File: config.mk
export PLATFORM = sky130hd
export DESIGN_NAME = gray_conv_arbiter_flat
export DESIGN_NICKNAME = d
export VERILOG_FILES = /design/src/rtl/gray_conv_arbiter_pkg.sv /design/src/rtl/gray_conv_arbiter_if.sv /design/src/rtl/gray_conv_arbiter_bin2gray.sv /design/src/rtl/gray_conv_arbiter.sv /design/src/flat_wrapper.sv
export SDC_FILE = /design/constraint.sdc
export NUM_CORES = 1
export LEC_CHECK = 0
export BUFFER_PORTS_ARGS = -buffer_cell sky130_fd_sc_hd__buf_2
export CORE_MARGIN = 5
export CORE_UTILIZATION = 45
export CTS_CLUSTER_DIAMETER = 150
export CTS_CLUSTER_SIZE = 20
export DETAILED_ROUTE_END_ITERATION = 16
export PLACE_DENSITY = 0.78
export SYNTH_ARGS = -nofsm -noshare
export SYNTH_HDL_FRONTEND = slang
export SYNTH_SLANG_ARGS = --single-unit
File: constraint.sdc
create_clock -name clk -period 2.2 [get_ports clk]
set_input_delay 0 -clock clk [delete_from_list [all_inputs] [get_ports clk]]
set_output_delay 0 -clock clk [all_outputs]
set_load 0.03 [all_outputs]
File: src/rtl/gray_conv_arbiter_pkg.sv
// Shared types and constants for the round-robin binary-to-Gray arbiter.
package gray_arb_pkg;

    typedef enum logic {
        IDLE = 1'b0,
        RESP = 1'b1
    } state_t;

    // Width of a requester index; never below one bit.
    function automatic int id_width(input int n_req);
        return (n_req > 1) ? $clog2(n_req) : 1;
    endfunction

endpackage

File: src/rtl/gray_conv_arbiter_if.sv
// Request/response bundle between requesters, consumer and the Gray arbiter.
// Handshake: a transfer happens on a rising clk edge where valid && ready.
interface gray_conv_arbiter_if #(
    parameter int N_REQ = 4,
    parameter int WIDTH = 4
);
    localparam int ID_W = gray_arb_pkg::id_width(N_REQ);

    logic [N_REQ-1:0]       req_valid;
    logic [N_REQ-1:0]       req_ready;
    logic [N_REQ*WIDTH-1:0] req_bin;
    logic                   rsp_valid;
    logic                   rsp_ready;
    logic [WIDTH-1:0]       rsp_gray;
    logic [ID_W-1:0]        rsp_id;
    logic                   busy;

    modport master (
        output req_valid, req_bin, rsp_ready,
        input  req_ready, rsp_valid, rsp_gray, rsp_id, busy
    );

    modport slave (
        input  req_valid, req_bin, rsp_ready,
        output req_ready, rsp_valid, rsp_gray, rsp_id, busy
    );
endinterface

File: src/rtl/gray_conv_arbiter_bin2gray.sv
// Pure-XOR binary to Gray conversion of one word.
module bin2gray_word #(
    parameter int WIDTH = 4
) (
    input  logic [WIDTH-1:0] bin,
    output logic [WIDTH-1:0] gray
);
    always_comb begin
        gray[WIDTH-1] = bin[WIDTH-1];
        for (int k = 0; k < WIDTH-1; k++) begin
            gray[k] = bin[k+1] ^ bin[k];
        end
    end
endmodule

File: src/rtl/gray_conv_arbiter.sv
// Round-robin arbiter sharing one bin2gray_word among N_REQ requesters;
// returns the registered Gray word tagged with the winner index.
module gray_conv_arbiter
    import gray_arb_pkg::*;
#(
    parameter int N_REQ = 4,
    parameter int WIDTH = 4
) (
    input  logic                clk,
    input  logic                rst,
    gray_conv_arbiter_if.slave  bus,
    output state_t              state_dbg
);
    localparam int              ID_W     = id_width(N_REQ);
    localparam logic [ID_W-1:0] LAST_RST = ID_W'(N_REQ - 1);

    state_t            state;
    state_t            state_next;
    logic [ID_W-1:0]   last_id;
    logic [ID_W-1:0]   win_id;
    logic              win_found;
    logic              accept;
    logic [WIDTH-1:0]  win_bin;
    logic [WIDTH-1:0]  win_gray;
    logic [WIDTH-1:0]  gray_q;
    logic [ID_W-1:0]   id_q;

    // Search starts just after the last winner and wraps, so priority rotates.
    always_comb begin : rr_search
        int              cand;
        logic [ID_W-1:0] cand_id;
        win_found = 1'b0;
        win_id    = '0;
        cand      = 0;
        cand_id   = '0;
        for (int k = 1; k <= N_REQ; k++) begin
            cand = int'(last_id) + k;
            if (cand >= N_REQ) begin
                cand = cand - N_REQ;
            end
            cand_id = ID_W'(cand);
            if (!win_found && bus.req_valid[cand_id]) begin
                win_found = 1'b1;
                win_id    = cand_id;
            end
        end
    end

    // Gated by rst so req_ready is zero while reset is held.
    assign accept  = (state == IDLE) && win_found && !rst;
    assign win_bin = bus.req_bin[int'(win_id)*WIDTH +: WIDTH];

    bin2gray_word #(.WIDTH(WIDTH)) u_bin2gray (
        .bin  (win_bin),
        .gray (win_gray)
    );

    always_comb begin
        bus.req_ready = '0;
        if (accept) begin
            bus.req_ready[win_id] = 1'b1;
        end
    end

    always_ff @(posedge clk or posedge rst) begin
        if (rst) begin
            state <= IDLE;
        end else begin
            state <= state_next;
        end
    end

    always_comb begin
        state_next = state;
        case (state)
            IDLE: if (accept)        state_next = RESP;
            RESP: if (bus.rsp_ready) state_next = IDLE;
            default:                 state_next = IDLE;
        endcase
    end

    always_ff @(posedge clk or posedge rst) begin
        if (rst) begin
            gray_q  <= '0;
            id_q    <= '0;
            last_id <= LAST_RST;
        end else if (accept) begin
            gray_q  <= win_gray;
            id_q    <= win_id;
            last_id <= win_id;
        end
    end

    assign bus.rsp_valid = (state == RESP);
    assign bus.busy      = (state == RESP);
    assign bus.rsp_gray  = gray_q;
    assign bus.rsp_id    = id_q;
    assign state_dbg     = state;

    a_ready_onehot0: assert property (@(posedge clk) disable iff (rst)
        $onehot0(bus.req_ready));

    a_no_grant_in_resp: assert property (@(posedge clk) disable iff (rst)
        (state == RESP) |-> (bus.req_ready == '0));

    a_rsp_stable: assert property (@(posedge clk) disable iff (rst)
        (bus.rsp_valid && !bus.rsp_ready) |=> ($stable(bus.rsp_gray) && $stable(bus.rsp_id)));

endmodule

File: src/flat_wrapper.sv
// flat-port wrapper written by rule: the top's interface ports become plain ports
module gray_conv_arbiter_flat import gray_arb_pkg::*;
#(
    parameter int N_REQ = 4,
    parameter int WIDTH = 4
)
  (clk, rst, state_dbg, bus_req_valid, bus_req_bin, bus_rsp_ready, bus_req_ready, bus_rsp_valid, bus_rsp_gray, bus_rsp_id, bus_busy);
  gray_conv_arbiter_if #(.N_REQ(N_REQ), .WIDTH(WIDTH)) bus_i ();
  input  logic clk;
  input  logic rst;
  output state_t state_dbg;
  input wire logic [$bits(bus_i.req_valid)-1:0] bus_req_valid;
  input wire logic [$bits(bus_i.req_bin)-1:0] bus_req_bin;
  input wire logic [$bits(bus_i.rsp_ready)-1:0] bus_rsp_ready;
  output wire logic [$bits(bus_i.req_ready)-1:0] bus_req_ready;
  output wire logic [$bits(bus_i.rsp_valid)-1:0] bus_rsp_valid;
  output wire logic [$bits(bus_i.rsp_gray)-1:0] bus_rsp_gray;
  output wire logic [$bits(bus_i.rsp_id)-1:0] bus_rsp_id;
  output wire logic [$bits(bus_i.busy)-1:0] bus_busy;
  assign bus_i.req_valid = bus_req_valid;
  assign bus_i.req_bin = bus_req_bin;
  assign bus_i.rsp_ready = bus_rsp_ready;
  assign bus_req_ready = bus_i.req_ready;
  assign bus_rsp_valid = bus_i.rsp_valid;
  assign bus_rsp_gray = bus_i.rsp_gray;
  assign bus_rsp_id = bus_i.rsp_id;
  assign bus_busy = bus_i.busy;
  gray_conv_arbiter #(.N_REQ(N_REQ), .WIDTH(WIDTH)) u_core (.clk(clk), .rst(rst), .bus(bus_i), .state_dbg(state_dbg));
endmodule
* Word level (Yosys, flattened, before mapping)
Index checks and enable logic that the tools add are counted.
Operators by class: mux-type cells 26, bitwise gates (word level) 4, $lt $le $gt $ge 10, shifts and indexed selects 1, add/subtract/negate cells 8, reduce and logical (&&, ||, !) cells 10
Operators by type and width (count):
- $mux W2 | 8
- $shiftx A16 B5 Y4 | 1
- $lt A2 B3 Y1 const B | 5
- $mux W1 | 11
- $ge A3 B3 Y1 const B | 3
- $bmux W1 S2 | 4
- $sub A2 B1 Y2 const B | 4
- $add A2 B2 Y3 const B | 2
- $logic_and A1 B1 Y1 | 6
- $add A2 B3 Y4 const B | 1
- $ge A4 B3 Y1 const B | 1
- $logic_not A1 Y1 | 4
- $mux W4 | 1
- $add A2 B1 Y3 const B | 1
- $xor A1 B1 Y1 | 3
- $demux W1 S2 | 1
- $ge A2 B1 Y1 const B | 1
- $pmux W1 S2 | 1
- $not A1 Y1 | 1
Word-level totals: input port bits 23, word-level logic and storage cells 63, flip-flop bits (word level) 9

* Logic depth before layout (Yosys ltp)
depth in word-level cells 20, mapped depth 7, mapped depth without buffers 6

* Modules after synthesis
Synthesis repeated with hierarchy kept, for this count alone.
Second synthesis, totals: cell total of the unflattened synthesis 66, area total of the unflattened synthesis 645.6 um2
Modules (own cells, without submodules):
- gray_conv_arbiter | times used 1, cells an instance 62, area each 611.8 um2, seq. area each 227.7 um2
- bin2gray_word | times used 1, cells an instance 4, area each 33.8 um2, seq. area each 0.0 um2

* Worst setup path after synthesis
No wires, ideal clock.
path kind flip-flop to output port, start point register u_core.last_id[1], end point output bus_req_ready[2], buffers on the path 1, arrival time 1.960 ns, data required time 2.200 ns, stages on the path, launching flop included 6, slack 0.240 ns, cells stage by stage dfstp_2 a21bo_1 a21oi_2 or3_4 buf_6 nor3_1
On the way: word-level cells in the longest chain between the ends 20, elaborated cells between the ends (all ways) 46, classes of those cells add/sub (8); order compare (6); mux (23); reduce/logical (9)
Ends and longest elaborated chain:
- start: declaration | RTL line gray_conv_arbiter.sv:19 | logic [ID_W-1:0] last_id;
- start signal: assignment | RTL line gray_conv_arbiter.sv:90 | last_id <= win_id;
- $add A2 B1 Y3 | RTL line gray_conv_arbiter.sv:37 | cand = int'(last_id) + k;
- $ge A3 B3 Y1 / $sub A2 B1 Y2 (equally long branches) | RTL line gray_conv_arbiter.sv:38, gray_conv_arbiter.sv:39
- $mux W2 | RTL line gray_conv_arbiter.sv:38 | if (cand >= N_REQ) begin
- $bmux W1 S2 | RTL line gray_conv_arbiter.sv:42 | if (!win_found && bus.req_valid[cand_id]) begin
- $mux W1 (implied by the code) | RTL line gray_conv_arbiter.sv:42
- $mux W1 | RTL line gray_conv_arbiter.sv:42
- $logic_not A1 Y1 | RTL line gray_conv_arbiter.sv:42
- $logic_and A1 B1 Y1 | RTL line gray_conv_arbiter.sv:42
- [... 4 more ...]
- $logic_not A1 Y1 | RTL line gray_conv_arbiter.sv:42
- $logic_and A1 B1 Y1 | RTL line gray_conv_arbiter.sv:42
- $mux W2 | RTL line gray_conv_arbiter.sv:42
- $lt A2 B3 Y1 (implied by the code) / $ge A2 B1 Y1 (equally long branches) | RTL line gray_conv_arbiter.sv:61 | bus.req_ready[win_id] = 1'b1;
- $logic_and A1 B1 Y1 (implied by the code) | RTL line gray_conv_arbiter.sv:61
- $mux W1 (implied by the code) | RTL line gray_conv_arbiter.sv:61
- $demux W1 S2
- $mux W4 * | RTL line gray_conv_arbiter.sv:60 | if (accept) begin
- end: declaration | RTL line flat_wrapper.sv:15 | output wire logic [$bits(bus_i.req_ready)-1:0] bus_req_ready;
Every way passes the cells marked *; elsewhere a longest branch is shown, timed or not. The select of a mux whose other input is x is not followed.

* Final worst setup path
Ends and elaborated chain as after synthesis.

==> results.md <==
* Leakage at 0.493 nW
* Via/cell ratio at 5.78
* Die width at 50.7 um
* Setup Crit Path Kind: flop to primary output
* Synth Register Bits at 9
* Max FO, Critical Path at 11
* Synth warn at 0
* Final Hold Viols at 0
* Boundary Pins at 36
* Status: finished clean
* Post-route ant nets at 0
* Tightest Pin Transition at 0.378 ns
* Critical-path top delay cell: dfstp_2
* CP Launch Type: flop
* Synth Area in Compound Gates at 26.5%
* Die area at 0.00257 mm^2
* Final HPWL DP at 1.60 mm
* Hold Slack at 0.0960 ns
* Post-synthesis net count at 109
* 1st-pass router iterations at 4
* Syn_area_per_cell at 8.67 um^2
* Antenna Cells at 0
* Initial antenna violation count at 0
* Filler cells at between 100 and 150
* P&R area growth vs syn at 28.5%
* GRT Residual Overflow at 0
* Cell area after layout at approximately 960 um^2
* Post-synth top area cell: dfrtp_1
* H-tree depth at 1
* Pins Over Slew Limit at 0
* Average wire per standard cell at approximately 15 um
* CTS Hold Buffers Added at 2
* Cells resized by post-CTS repair at 0
* Mux contribution to synthesized area at 7.38%
* Crit-path cells: a21bo_1, a21oi_2, or3_4, nor3_1, buf_2
* Area contributors post-synth: dfrtp_1 (23%), dfstp_2 (7.0%), xor2_1 (7.0%)
* Worst Path Arrival at 1.96 ns
* Share of layout cells above drive strength 1 at 40.7%
* Tmin final at 1.96 ns
* Largest family of logic cells by synthesized area: compound AO/OA/AOI/OAI gates
* Starting Density at about half
* Final setup TNS at 0 ns
* Slew headroom at between 70% and 80%
* Largest net degree at the start of global routing at 13
* Critical path endpoint category: primary output
* Dpl cell area at 912 um^2
* Post-synth EDFFs at 0
* Peak VDD IR at 643 uV
* Routed vias at 804
* CTS root buf: clkbuf_4
* Nets at 147
* Postcts setup bufs at 0
* Final period util at 89.0%
* Rows at 14
* TritonCTS Sinks at 9
* Final Routed Wirelength at 2.05 mm
* First-pass GRT wire length at around 3.4 mm
* Asr flop ratio synth at 100%
* Max Clk Rate at 511 MHz
* Hold Crit Class: primary input to flop
* Pwr dens at 1010 mW/mm^2
* CTS Buf Count at 3
* Main synth FF type: dfrtp_1
* Clk_skew at 0.0114 ns
* Clock transition at path regs at ~0.070 ns
* Top cell type's share of synthesized area at between 20% and 30%
* Iteration-0 DRC Markers at 20
* Clk buf depth at 2
* Die Y at 50.7 um
* Vias in the first global route at between 800 and 900
* Seq/Total Area, Yosys at between 30% and 40%
* Library cells used by synthesis at 35
* Synth Area in XOR/XNOR at 7.05%
* Clock latency on the worst-skew pair at 0.27 ns
* Count of final setup violators at 0
* CTS tree: yes
* # DRC at 0
* Max incr delay on CP at 0.57 ns
* RSZ-0062 raised after global routing: false
* Max_cap viols at 0
* Mapped Area at 746 um^2
* RePlAce Congestion at around 0.79
* Worst EP required at 2.20 ns
* Post-synthesis simple-gate area fraction at roughly a fifth
* Core box area at roughly 0.0015 mm^2
* Adder-cell share of the synthesized area at 0%
* Port Buffer Count at 35
* Gr usage total at between 15 and 20%
* Cells after Synth at 86
==> cell type report <==
class	instances	area (um^2)	share of cell area, %
multi-input cells	67	459	47.9
well taps	16	20.0	2.09
inverters	4	15.0	1.57
repair buffers	39	210	21.9
flip-flops and latches	9	228	23.8
clock buffers	4	26.3	2.74
==> state kept, by name, summed over array words and instances (netlist names) <==
signal               count
u_core.last_id           2
u_core.bus.rsp_id        2
u_core.bus.busy          1
u_core.bus.rsp_gray      4
==> logic make-up (layout without fill, tap and decap cells) <==
group           after synthesis  after routing
buf+inv                      10             47
mux                           5              5
compound gates               26             26
xor+xnor                      6              6
flops                         9              9
simple gates                 30             30
==> critical path: cells and delay by family, from the launching register on <==
kind / cells / cell delay, ns
and+or+nand+nor: 2 / 0.69
AOI/OAI and AO/OA: 2 / 0.19
buffers and inverters: 1 / 0.23
DFF: 1 / 0.57
==> final timing paths <==
kind                                           to  slack [ns]  depth (start not counted)            startpoint
max                              bus_req_ready[2]        0.24                          5     u_core.last_id[1]
min                        u_core.bus.rsp_gray[3]         0.1                          4       bus_req_bin[11]
max reg2reg                u_core.bus.rsp_gray[1]        0.34                          6     u_core.last_id[1]
min reg2reg                  u_core.bus.rsp_id[1]        0.47                          1  u_core.bus.rsp_id[1]
max in group asynchronous       u_core.last_id[0]        1.62                          3                   rst
min in group asynchronous  u_core.bus.rsp_gray[1]        0.26                          3                   rst
==> placed cells by master (no fill, tap or decap) <==
master         count
clkbuf_1           1
xor2_1             6
a211o_1            1
dfrtp_1            7
a31oi_1            4
mux2_4             1
or3_4              1
o221a_2            1
a21o_1             2
clkbuf_4           3
inv_1              4
a221o_1            1
nand2_1            7
nand4_1            1
a32oi_1            1
and3_1             4
nor2_2             1
a22o_1             1
nor2b_1            1
a41oi_1            1
nor3_2             1
nor2_1             9
a21oi_1            4
buf_2             35
buf_4              2
dlygate4sd3_1      2
o21ai_1            2
dfstp_2            2
a21bo_1            1
mux2i_1            4
a211oi_2           1
nor3_1             2
o2111a_1           1
o21ai_0            2
o211a_1            1
a21oi_2            2
nand2b_1           3
==> cell usage after synthesis (2+ instances only) <==
| cell | count |
|---|---|
| buf_4 | 3 |
| xor2_1 | 6 |
| a21oi_1 | 4 |
| mux2i_1 | 4 |
| inv_1 | 4 |
| nor3_1 | 2 |
| o21ai_0 | 2 |
| o21ai_1 | 2 |
| nand2_1 | 7 |
| a21oi_2 | 2 |
| a21o_1 | 2 |
| dfstp_2 | 2 |
| and3_1 | 4 |
| nand2b_1 | 3 |
| dfrtp_1 | 7 |
| buf_2 | 2 |
| a31oi_1 | 4 |
| nor2_1 | 9 |
==> report_power, final <==
group	internal, mW	switching, mW	leakage, nW	total, mW
registers	0.242	0.0461	0.101	0.288
clock network	0.0701	0.0639	0.0150	0.134
logic	0.209	0.341	0.376	0.549
total	0.521	0.451	0.493	0.971
==> layer usage <==
metal	GRT usage (%)	up-vias	part of all wire [%]
li1	-	383	-
met1	20.2	383	43
met2	27.9	34	48
met3	5.03	4	8.3
met4	6.38	0	1.5
met5	0	-	0
==> stage by stage <==
stage	power [mW]	instances	utilization [%]	worst slack, ns
after global placement	0.828	133	59.2	0.420
after global routing	1.04	139	62.2	0.170
after detailed placement	0.839	133	59.2	0.349
after CTS	0.981	139	62.2	0.251
final	0.971	139	62.2	0.243
after floorplan	0.708	86	-	0.240
Note: power is estimated with default switching activity, not from simulation.
